File: config.mk
export PLATFORM = sky130hd
export DESIGN_NAME = iccm_boot_ctrl
export DESIGN_NICKNAME = d
export VERILOG_FILES = /design/src/rtl/iccm_boot_pkg.sv /design/src/rtl/iccm_word_pack.sv /design/src/rtl/iccm_boot_ctrl.sv
export SDC_FILE = /design/constraint.sdc
export NUM_CORES = 1
export LEC_CHECK = 0
export CAP_MARGIN = 20
export CORE_UTILIZATION = 56
export DETAILED_ROUTE_END_ITERATION = 10
export PLACE_DENSITY = 0.8
export SETUP_SLACK_MARGIN = 0.15
export SYNTH_ARGS = -nofsm -noshare
export SYNTH_HDL_FRONTEND = slang
export SYNTH_SLANG_ARGS = --single-unit
File: constraint.sdc
create_clock -name clk_i -period 2.5 [get_ports clk_i]
set_input_delay 0.625 -clock clk_i [delete_from_list [all_inputs] [get_ports clk_i]]
set_output_delay 0.625 -clock clk_i [all_outputs]
set_load 0.01 [all_outputs]
File: src/rtl/iccm_boot_pkg.sv
// Shared types and constants for the ICCM boot loader controller.
package iccm_boot_pkg;

    typedef enum logic [2:0] {
        IDLE,
        LEN,
        DATA,
        WRITE,
        CHK,
        RUN,
        ERR
    } boot_state_e;

    localparam int LenBytes  = 2;
    localparam int WordBytes = 4;

endpackage

File: src/rtl/iccm_word_pack.sv
// Byte-to-word packer: gathers four bytes little-endian and flags the completing byte.
module iccm_word_pack
    import iccm_boot_pkg::*;
(
    input  logic        clk_i,
    input  logic        rst_ni,
    input  logic        clear_i,
    input  logic        byte_valid_i,
    input  logic [7:0]  byte_i,
    output logic [31:0] word_o,
    output logic        word_valid_o
);

    logic [1:0]  byte_cnt_q;
    logic [23:0] shift_q;

    // The fourth byte is not stored; it is merged combinationally so the word is ready on its strobe.
    assign word_o       = {byte_i, shift_q};
    assign word_valid_o = byte_valid_i && !clear_i && (byte_cnt_q == 2'(WordBytes - 1));

    always_ff @(posedge clk_i or negedge rst_ni) begin
        if (!rst_ni) begin
            byte_cnt_q <= '0;
            shift_q    <= '0;
        end else if (clear_i) begin
            byte_cnt_q <= '0;
            shift_q    <= '0;
        end else if (byte_valid_i) begin
            byte_cnt_q <= byte_cnt_q + 2'd1;
            shift_q    <= {byte_i, shift_q[23:8]};
        end
    end

endmodule

File: src/rtl/iccm_boot_ctrl.sv
// ICCM port sequencer: loads a byte-stream image into ICCM, then hands the port to the fetch path.
// Optional ICCM_BOOT_CHKSUM_EN adds a trailing 32-bit sum word that must match before release.
module iccm_boot_ctrl
    import iccm_boot_pkg::*;
#(
    parameter int          Aw         = 12,
    parameter int          Dw         = 32,
    parameter logic [31:0] TimeoutCyc = 32'd1_000_000
) (
    input  logic          clk_i,
    input  logic          rst_ni,
    input  logic          boot_en_i,
    input  logic [7:0]    rx_byte_i,
    input  logic          rx_valid_i,
    input  logic          host_req_i,
    input  logic [Aw-1:0] host_addr_i,
    output logic          host_gnt_o,
    output logic          iccm_req_o,
    output logic          iccm_we_o,
    output logic [Aw-1:0] iccm_addr_o,
    output logic [Dw-1:0] iccm_wdata_o,
    output logic          core_rst_no,
    output logic          done_o,
    output logic          err_o
);

    boot_state_e   state_q, state_d;
    logic [7:0]    len_lo_q;
    logic          len_cnt_q;
    logic [Aw:0]   words_left_q;
    logic [Aw-1:0] wr_ptr_q;
    logic [Dw-1:0] data_q;
    logic [31:0]   idle_q;
`ifdef ICCM_BOOT_CHKSUM_EN
    logic [Dw-1:0] sum_q;
`endif

    logic [15:0] len_value;
    logic        len_last, len_too_big, timeout, pack_active, word_valid;
    logic [31:0] pack_word;

    assign len_value   = {rx_byte_i, len_lo_q};
    assign len_last    = rx_valid_i && (len_cnt_q == 1'(LenBytes - 1));
    assign len_too_big = {1'b0, len_value} > 17'(2 ** Aw);
    assign timeout     = idle_q >= TimeoutCyc;
    assign pack_active = (state_q == DATA) || (state_q == WRITE) || (state_q == CHK);

    iccm_word_pack u_pack (
        .clk_i        (clk_i),
        .rst_ni       (rst_ni),
        .clear_i      (!pack_active),
        .byte_valid_i (rx_valid_i),
        .byte_i       (rx_byte_i),
        .word_o       (pack_word),
        .word_valid_o (word_valid)
    );

    always_ff @(posedge clk_i or negedge rst_ni) begin
        if (!rst_ni) begin
            state_q <= IDLE;
        end else begin
            state_q <= state_d;
        end
    end

    always_comb begin
        state_d = state_q;
        unique case (state_q)
            IDLE: state_d = boot_en_i ? LEN : RUN;
            LEN: begin
                if (timeout) begin
                    state_d = ERR;
                end else if (len_last) begin
                    if (len_too_big) begin
                        state_d = ERR;
                    end else if (len_value == 16'd0) begin
`ifdef ICCM_BOOT_CHKSUM_EN
                        state_d = CHK;
`else
                        state_d = RUN;
`endif
                    end else begin
                        state_d = DATA;
                    end
                end
            end
            DATA: begin
                if (timeout) begin
                    state_d = ERR;
                end else if (word_valid) begin
                    state_d = WRITE;
                end
            end
            WRITE: begin
                if (words_left_q == (Aw+1)'(1)) begin
`ifdef ICCM_BOOT_CHKSUM_EN
                    state_d = CHK;
`else
                    state_d = RUN;
`endif
                end else begin
                    state_d = DATA;
                end
            end
            CHK: begin
`ifdef ICCM_BOOT_CHKSUM_EN
                if (timeout) begin
                    state_d = ERR;
                end else if (word_valid) begin
                    state_d = (pack_word == sum_q) ? RUN : ERR;
                end
`else
                state_d = ERR;
`endif
            end
            RUN:     state_d = RUN;
            ERR:     state_d = ERR;
            default: state_d = ERR;
        endcase
    end

    // Loader datapath: length capture, word staging, write pointer and byte-gap watchdog.
    always_ff @(posedge clk_i or negedge rst_ni) begin
        if (!rst_ni) begin
            len_lo_q     <= '0;
            len_cnt_q    <= 1'b0;
            words_left_q <= '0;
            wr_ptr_q     <= '0;
            data_q       <= '0;
            idle_q       <= '0;
`ifdef ICCM_BOOT_CHKSUM_EN
            sum_q        <= '0;
`endif
        end else begin
            if (state_q == LEN && rx_valid_i) begin
                len_cnt_q <= len_cnt_q + 1'b1;
                if (len_last) begin
                    words_left_q <= (Aw+1)'(len_value);
                end else begin
                    len_lo_q <= rx_byte_i;
                end
            end
            if (state_q == DATA && word_valid) begin
                data_q <= pack_word;
            end
            if (state_q == WRITE) begin
                wr_ptr_q     <= wr_ptr_q + 1'b1;
                words_left_q <= words_left_q - 1'b1;
`ifdef ICCM_BOOT_CHKSUM_EN
                sum_q        <= sum_q + data_q;
`endif
            end
            if (state_q == LEN || pack_active) begin
                idle_q <= rx_valid_i ? '0 : idle_q + 32'd1;
            end else begin
                idle_q <= '0;
            end
        end
    end

    always_comb begin
        host_gnt_o   = 1'b0;
        iccm_req_o   = 1'b0;
        iccm_we_o    = 1'b0;
        iccm_addr_o  = '0;
        iccm_wdata_o = '0;
        core_rst_no  = 1'b0;
        done_o       = 1'b0;
        err_o        = 1'b0;
        unique case (state_q)
            WRITE: begin
                iccm_req_o   = 1'b1;
                iccm_we_o    = 1'b1;
                iccm_addr_o  = wr_ptr_q;
                iccm_wdata_o = data_q;
            end
            RUN: begin
                host_gnt_o  = 1'b1;
                iccm_req_o  = host_req_i;
                iccm_addr_o = host_addr_i;
                core_rst_no = 1'b1;
                done_o      = 1'b1;
            end
            ERR:     err_o = 1'b1;
            default: ;
        endcase
    end

endmodule
=== Word-level counts from Yosys, hierarchy flattened ===
Cells that the tools add are included.

* Word-level logic and storage cells: 67
* Output and inout bits: 50
* Input port bits: 25
* Flip-flop bits (word level): 127

* Add/sub/neg operators: 5
* Bitwise operators: 1
* Order comparisons: 2
* Reductions and logical operators: 15
* Equal/unequal tests: 11
* Muxes and demuxes: 24

{| class="wikitable"
|+ Operators with widths
! operator !! count
|-
| $mux W32 || 3
|-
| $mux W24 || 2
|-
| $mux W13 || 3
|-
| $add A32 B1 Y32 const B || 1
|-
| $ge A32 B20 Y1 const B || 1
|-
| $mux W3 || 8
|-
| $pmux W12 S2 || 1
|-
| $gt A16 B13 Y1 const B || 1
|-
| $logic_not A16 Y1 || 1
|-
| $pmux W3 S5 || 1
|-
| $eq A13 B1 Y1 const B || 1
|-
| $sub A13 B1 Y13 const B || 1
|-
| $add A12 B1 Y12 const B || 1
|-
| $eq A3 B3 Y1 const B || 3
|-
| $eq A3 B2 Y1 const B || 2
|-
| $ne A3 B3 Y1 const B || 2
|-
| $reduce_and A2 Y1 || 3
|-
| $logic_and A1 B1 Y1 || 5
|-
| $mux W2 || 2
|-
| $reduce_bool A2 Y1 || 2
|-
| $eq A3 B1 Y1 const B || 1
|-
| $logic_not A3 Y1 || 1
|-
| $logic_or A1 B1 Y1 || 3
|-
| $mux W1 || 3
|-
| other kinds (6) || 6
|}

=== Logic depth before layout (Yosys ltp) ===
Gate-level depths: netlist of the first run.

* Word-level depth: 8
* Mapped depth: 8
* Depth with buffers taken out: 6

=== By module ===
Synthesis of the first run repeated with hierarchy kept, for this count alone.

* Cell total of the unflattened synthesis: 573
* Area, all modules: 6301.0 sq um

{| class="wikitable"
|+ By module, submodules not included
! module !! times used !! seq. area each (sq um) !! cells an instance !! area each (sq um)
|-
| iccm_boot_ctrl || 1 || 2527.4 || 478 || 5144.9
|-
| iccm_word_pack || 1 || 650.6 || 95 || 1156.1
|}

=== Least setup slack after synthesis of the first run ===
Ideal clock, no wire load.

* Kind: register to output
* Start: reg state_q[1]
* End: out iccm_addr_o[11]
* Path slack: 267 ps
* Arrival: 1608 ps
* Required time: 1875 ps
* Cell stages (with the launch flop): 6
* Buffers on the path: 2
* Cells stage by stage: dfrtp_1 > and2b_1 > and2_1 > clkbuf_1 > clkbuf_1 > a22o_1

* Word-level cells in the longest chain between the ends: 2
* Elaborated cells on any way between the ends: 3
* Those cells by class: eq/ne (2); mux (1)

{| class="wikitable"
|+ RTL lines
! element !! line !! source
|-
| start: declaration || iccm_boot_ctrl.sv:27 || <nowiki>boot_state_e state_q, state_d;</nowiki>
|-
| start signal: assignment || iccm_boot_ctrl.sv:62 || <nowiki>state_q <= state_d;</nowiki>
|-
| $eq A3 B3 Y1 or $eq A3 B2 Y1 (tied branches) || iccm_boot_ctrl.sv:170 || <nowiki>unique case (state_q)</nowiki>
|-
| $pmux W12 S2 (*) || iccm_boot_ctrl.sv:170 ||
|-
| end: declaration || iccm_boot_ctrl.sv:20 || <nowiki>output logic [Aw-1:0] iccm_addr_o,</nowiki>
|}

Every way passes the cells marked *; elsewhere a longest branch is shown, timed or not.

=== Worst setup path after layout of the first run ===
* Start: reg state_q[2]
* End: out iccm_wdata_o[25]

* Word-level cells in the longest chain between the ends: 2

{| class="wikitable"
|+ RTL lines
! element !! line !! source
|-
| $eq A3 B2 Y1 || iccm_boot_ctrl.sv:170 ||
|-
| $mux W32 || iccm_boot_ctrl.sv:170 ||
|-
| end: declaration || iccm_boot_ctrl.sv:21 || <nowiki>output logic [Dw-1:0] iccm_wdata_o,</nowiki>
|}

Every way passes these cells.

==> results of run 1 <==
==> sequential cells by signal, indices dropped and copies added (netlist names) <==
register           count
data_q                32
idle_q                32
u_pack.shift_q        24
words_left_q          13
wr_ptr_q              12
len_lo_q               8
state_q                3
u_pack.byte_cnt_q      2
len_cnt_q              1
==> timing repair <==
item | in CTS | in global routing
hold buffers | 0 | 0
resized for setup | 252 | 33
buffers inserted | 16 | 7
endpoints found under the setup margin | 50 | 49
gates cloned | 6 | 0
pin swaps | 25 | 16
==> cells by family (layout without fill, tap and decap cells) <==
| logic type | Yosys count | after routing | share of synthesized area |
|---|---|---|---|
| DFF | 127 | 127 | 0.5226 |
| and+or+nand+nor | 229 | 229 | 0.1992 |
| adders and majority gates | 6 | 6 | 0.01235 |
| buffers and inverters | 38 | 163 | 0.02510 |
| muxes | 65 | 65 | 0.1152 |
| AOI/OAI and AO/OA | 62 | 62 | 0.07078 |
| xor gates and xnor gates | 38 | 38 | 0.05473 |
==> stage by stage <==
stage                     instances  hold slack (ns)    util  setup slack [ns]  setup TNS (ns)
final                           826          0.09980  0.7799          -0.01632        -0.01632
after global routing            826           0.1277  0.7799          -0.08049         -0.5360
after CTS                       819           0.1108  0.7662         -0.009682        -0.01828
after detailed placement        767           0.4579  0.6770           0.06032               0
after global placement          767           0.4628  0.6770            0.1294               0
after floorplan                 565           0.3294       -            0.2673               0
==> area by class of cell <==
| type | instances | area (um2) | share of cell area |
|---|---|---|---|
| inverter | 9 | 33.78 | 0.004158 |
| sequential | 127 | 3178 | 0.3912 |
| tap | 136 | 170.2 | 0.02095 |
| clock buffer | 24 | 490.5 | 0.06037 |
| multi-input combinational | 400 | 2843 | 0.3499 |
| clock inverter | 6 | 105.1 | 0.01294 |
| timing repair buffer | 124 | 1304 | 0.1605 |
==> where the power goes <==
part / internal (mW) / switching, mW
clock network: 1.64 / 0.844
registers: 2.06 / 0
logic: 0.0701 / 0.0885
total: 3.76 / 0.933
==> critical path, stage by stage (launching register included) <==
cell	delay (ns)
dfrtp_1	0.39
nand3b_1	0.21
inv_2	0.13
buf_8	0.14
buf_12	0.10
buf_16	0.10
buf_6	0.09
and2_4	0.12
buf_6	0.09
==> worst min-delay path by stage <==
stage | startpoint | end | slack [ns] | depth (start not counted)
6_report | rst_ni | data_q[0] | 0.1 | 1
5_1_grt | rst_ni | u_pack.shift_q[2] | 0.13 | 1
4_1_cts | rst_ni | data_q[2] | 0.11 | 1
3_5_place_dp | wr_ptr_q[11] | wr_ptr_q[11] | 0.46 | 1
3_3_place_gp | wr_ptr_q[11] | wr_ptr_q[11] | 0.46 | 1
2_1_floorplan | rst_ni | data_q[0] | 0.33 | 0
==> per-layer routing <==
layer  part of all wire  wire [um]  vias to the layer above  track usage
met1               0.40       6341                     2446       0.3511
met4              0.018        281                        0       0.1042
met2               0.53       8337                      136       0.5051
li1                   -          -                     2224            -
met5                  0          0                        -            0
met3              0.046        729                       24      0.06560
==> cells in the final DEF, fill, tap and decap left out, types with 3 or more instances in the layout <==
cell | Yosys | routed
a21oi_1 | 14 | 13
a22o_1 | 11 | 11
and2_1 | 36 | 5
and2_4 | 0 | 31
and3_1 | 8 | 8
buf_12 | 0 | 5
buf_16 | 0 | 6
buf_2 | 2 | 16
buf_4 | 2 | 27
buf_6 | 0 | 41
buf_8 | 0 | 3
bufinv_16 | 0 | 3
clkbuf_16 | 0 | 16
clkbuf_8 | 0 | 6
clkdlybuf4s50_1 | 0 | 22
clkinv_2 | 0 | 3
dfrtp_1 | 127 | 127
ha_1 | 6 | 6
inv_1 | 9 | 8
mux2_2 | 40 | 40
mux2i_1 | 25 | 25
nand2_1 | 35 | 33
nand2b_1 | 3 | 3
nand3_1 | 18 | 18
nand4_1 | 17 | 17
nor2_1 | 67 | 67
nor2b_1 | 5 | 4
nor3_1 | 11 | 11
nor4_1 | 8 | 8
o211ai_1 | 8 | 8
o21ai_0 | 11 | 10
o31ai_1 | 3 | 3
or3_1 | 6 | 6
or4_1 | 4 | 4
xnor2_1 | 16 | 16
xor2_1 | 22 | 22
==> out/summary.txt, run 1 <==
status: complete, but fails checks
failing checks: setup timing
Cell Pwr Density: 578.0 mW/mm2
Setup crit start kind: register
overflow left after global routing: 0
top post-synthesis cells by count: dfrtp_1, nor2_1, mux2_2, and2_1, nand2_1
Synth cell types: 49
Setup CP Type: reg2out
clk slew on worst S/H paths: 0.05 ns
PortBufs: 74
final worst slack: -0.01632 ns
Final Wtd Congestion: 0.8474
Die W: 106.2 um
I/O Pins: 75
Rows: 37
Tightest Pin Transition: 0.6885 ns
R2R Setup Slk: 0.29 ns
Worst Path Required: 1.88 ns
Peak VDD IR: 407.6 uV
Placed Area: 0.007052 mm2
Gate Count Post-Synth: 565
Period minus WS final: 2.516 ns
CTS Buf Count: 17
Placeable Area: 0.01042 mm2
mapped cell area: 0.006081 mm2
first-pass GRT wire length: 24.62 mm
Mapped Nets: 596
Rel. slew slack: 0.5410
largest net degree at the start of global routing: 44
FF-to-FF Start: state_q[2]
RSZ-0062 raised after global routing: true
H-tree levels: 4
Post-Route WL: 15.69 mm
clock tree buffer depth: 2
number of DRC markers in iteration 0: 306
Synth Flop Type: dfrtp_1
Layout Nets: 710
Die ar.: 0.01128 mm2
main area contributors after synthesis: dfrtp_1, mux2_2, nor2_1
endpoint class of the critical path: output port
CTS tree: done
Detailed Routing Iterations Pass 1: 5
Worst Reg-to-Reg Cells: 10
ys async rst share: 1.000
P&R area growth vs syn: 33.60%
Hold Path Class: in2async
CTS root buffer: clkbuf_8
Post-DRT Antenna Nets: 0
most common cell in the netlist: dfrtp_1
Synth Area per Inst: 10.76 um2
Synthesis Warnings: 0
DR vias/cell: 5.847
# clock sinks: 127
Final Hold Viols: 0
via count: 4830
Worst Path Max Fanout: 6
Critical Path Start: state_q[2]
Initial Util: 0.5838
crit path capture: iccm_wdata_o[25]
GRT Overall Usage: 0.2895
Pleak: 3.796 nW
top-area cell type share of the netlist area: 0.5226
period utilization: 1.007
achievable frequency: 397.4 MHz
Worst R2R End: words_left_q[10]
n_diodes: 0
die height: 106.2 um
Remaining DRCs: 0
clk_lat worst skew: 0.52 ns
share of post-route cells with drive strength above 1: 0.3087
post-synth top area cell: dfrtp_1
Arrival @ worst endpoint: 1.89 ns
initial antenna violation count: 0
Final Max Tran Viols: 0
Setup-failing EPs final: 1
Seq/Total Area, Yosys: 0.5226
max_cap viols: 0
Post-Layout Inst Area: 0.008124 mm2
vias in the first global route: 4877
Final Skew: 0.01163 ns
number of synthesized flops with an enable pin: 0
routed len/inst: 19.00 um
Final Total Pwr: 4.696 mW
Seq cells post-synth: 127
Fillers: 600
Post-DP HPWL: 9.077 mm
Power figures use the tool's default switching activity.
==> inputs of run 2 (changes only) <==
--- a/config.mk
+++ b/config.mk
@@ -8,6 +8,7 @@
 export CAP_MARGIN = 20
 export CORE_UTILIZATION = 56
 export DETAILED_ROUTE_END_ITERATION = 10
+export GPL_ROUTABILITY_DRIVEN = 0
 export PLACE_DENSITY = 0.8
 export SETUP_SLACK_MARGIN = 0.15
 export SYNTH_ARGS = -nofsm -noshare
==> results of run 2 <==
No change in the layout: final DEF, timing and power equal those of run 1.
==> inputs of run 3 (changes only) <==
--- a/config.mk
+++ b/config.mk
@@ -5,6 +5,7 @@
 export SDC_FILE = /design/constraint.sdc
 export NUM_CORES = 1
 export LEC_CHECK = 0
+export ABC_AREA = 1
 export CAP_MARGIN = 20
 export CORE_UTILIZATION = 56
 export DETAILED_ROUTE_END_ITERATION = 10
@@ -14,3 +15,4 @@
 export SYNTH_ARGS = -nofsm -noshare
 export SYNTH_HDL_FRONTEND = slang
 export SYNTH_SLANG_ARGS = --single-unit
+export TNS_END_PERCENT = 5
==> run 3 against run 2 <==
The run now ends clean. Synthesized cell count up 43%. Combinational power fell by 31%. Core utilization shrank 6.6 points. Register-to-register slack gained 0.26 ns. Largest power group unchanged. Die area up 6.5%. Final cell count grew 27%. Worst setup slack gained 0.10 ns. Wire length up 2.2%. Sequential cell count unchanged. Via count grew 20%. Worst hold slack better by 0.034 ns. Critical endpoint is now iccm_wdata_o[8].
==> out/summary.txt, run 3 <==
status: finished clean
# hold bufs at CTS: 0
PortBufs: 74
CTS tree: done
Synthesis Warnings: 0
H-tree levels: 4
Layout Nets: 927
Worst Path Max Fanout: 28
top-area cell type share of the netlist area: 0.4903
achievable frequency: 414.4 MHz
Final Hold Viols: 0
post-synthesis compound-gate area fraction: 0.1284
Final Total Pwr: 4.672 mW
Seq cells post-synth: 127
most common cell after layout, fill and taps aside: nand2_1
mapped cell area: 0.006481 mm2
die height: 109.6 um
RSZ-0062 raised after global routing: true
most frequent cells in the layout: nand2_1, inv_1, dfrtp_1
Fillers: 845
Synth Area in Simple Gates: 0.2371
Detailed Routing Iterations Pass 1: 5
period utilization: 0.9651
vias in the first global route: 5592
clk_lat worst skew: 0.42 ns
DR vias/cell: 5.548
Synth Flop Type: dfrtp_1
setup TNS: 0 ns
largest net degree at the start of global routing: 65
CTS Buf Count: 17
clk slew on worst S/H paths: 0.06 ns
number of synthesized flops with an enable pin: 0
Post-DRT Antenna Nets: 0
number of DRC markers in iteration 0: 504
ys async rst share: 1.000
Final Max Tran Viols: 0
DP Worst Slack: 0.09146 ns
Gate Count Post-Synth: 808
first-pass GRT wire length: 25.43 mm
I/O Pins: 75
Setup-failing EPs final: 0
Die ar.: 0.01201 mm2
routed len/inst: 15.29 um
Setup CP Type: reg2out
Initial Util: 0.5850
Arrival @ worst endpoint: 1.79 ns
top post-synthesis cells by count: nand2_1, inv_1, dfrtp_1, nor2_1, o21ai_1
share of post-route cells with drive strength above 1: 0.1540
Post-DP HPWL: 10.40 mm
Worst Path Required: 1.88 ns
Hold Path Class: in2async
post-synthesis mux area share: 0
main combinational cell family by area after synthesis: simple AND/OR/NAND/NOR gates
Rel. slew slack: 0.5254
largest registers: data_q x32, idle_q x32, u_pack.shift_q x24
Placeable Area: 0.01108 mm2
Rows: 38
overflow left after global routing: 0
max_cap viols: 0
utilization after layout: 0.7135
most common cell in the netlist: nand2_1
Setup crit start kind: register
CTS root buffer: clkbuf_16
Tightest Pin Transition: 0.7054 ns
post-synthesis xor/xnor area fraction: 0.02568
Cell Pwr Density: 591.1 mW/mm2
Die W: 109.6 um
P&R area growth vs syn: 21.95%
Synth cell types: 47
Min Hold Slack: 0.1337 ns
Final Skew: 0.006280 ns
main area contributors after synthesis: dfrtp_1, nand2_1, inv_1
# clock sinks: 127
Synth Area per Inst: 8.021 um2
final worst slack: 0.08715 ns
Pleak: 3.533 nW
Post-Synth Adder-Cell Area: 0.01158
Period minus WS final: 2.413 ns
Post-Route WL: 16.04 mm
Seq/Total Area, Yosys: 0.4903
post-synth top area cell: dfrtp_1
Mapped Nets: 839
n_diodes: 0
clock tree buffer depth: 2
Peak VDD IR: 443.1 uV
initial antenna violation count: 0
GRT Overall Usage: 0.2746
via count: 5820
Remaining DRCs: 0
endpoint class of the critical path: output port
[run 3: worst paths after layout]
kind,slack (ns),end,from,depth (start not counted)
setup / recovery,0.09,iccm_wdata_o[8],state_q[2],7
hold / removal,0.13,wr_ptr_q[4],rst_ni,1
setup reg to reg,0.55,data_q[21],state_q[1],9
hold reg to reg,0.49,data_q[9],data_q[9],2
max in group asynchronous,1.74,u_pack.shift_q[19],rst_ni,2
min in group clk_i,0.49,data_q[9],data_q[9],2
[run 3: area by class of cell]
class | count | area [um2] | share of cell area
Inverter | 144 | 543.0 | 0.06870
Clock buffer | 18 | 429.2 | 0.05430
Sequential cell | 127 | 3178 | 0.4021
Tap cell | 140 | 175.2 | 0.02216
Clock inverter | 14 | 168.9 | 0.02137
Timing Repair Buffer | 94 | 769.5 | 0.09736
Multi-Input combinational cell | 512 | 2640 | 0.3340
[run 3: cell families after synthesis]
kind of cell / after synthesis
flops: 127
fa+ha+maj: 6
xor+xnor: 19
simple gates: 340
compound gates: 147
buf+inv: 169
[run 3: timing repair]
item / 4_1_cts / 5_1_grt
setup buffers: 1 / 2
gates cloned: 1 / 2
pin swaps: 1 / 2
gates resized for setup: 164 / 42
setup endpoints to repair: 50 / 49
[run 3: where the power goes]
group | total (mW) | internal (mW) | leakage, nW | switching [mW]
sequential | 2.06 | 2.06 | 1.72 | 0
combinational | 0.110 | 0.0474 | 1.52 | 0.0628
clock | 2.51 | 1.51 | 0.291 | 1.00
total | 4.67 | 3.61 | 3.53 | 1.06
[run 3: stage by stage]
| stage | cells | cell area [um2] |
|---|---|---|
| 2_1_floorplan | 808 | 6481 |
| 3_3_place_gp | 1011 | 7385 |
| 3_5_place_dp | 1011 | 7385 |
| 4_1_cts | 1045 | 7961 |
| 5_1_grt | 1049 | 7904 |
| 6_report | 1049 | 7904 |
[run 3: worst max-delay path, stage by stage (launching register included)]
cell and delay (ns):
dfrtp_1 0.42, nor2_4 0.16, inv_2 0.06, nor2_4 0.16, inv_4 0.08, clkbuf_16 0.21
nor2_2 0.12, clkbuf_2 0.14
[run 3: layer usage]
| layer | vias up | share of wire | track usage |
|---|---|---|---|
| li1 | 2771 | - | - |
| met3 | 56 | 0.061 | 0.05276 |
| met5 | - | 0 | 0 |
| met1 | 2753 | 0.42 | 0.3485 |
| met4 | 0 | 0.034 | 0.1210 |
| met2 | 240 | 0.49 | 0.4578 |
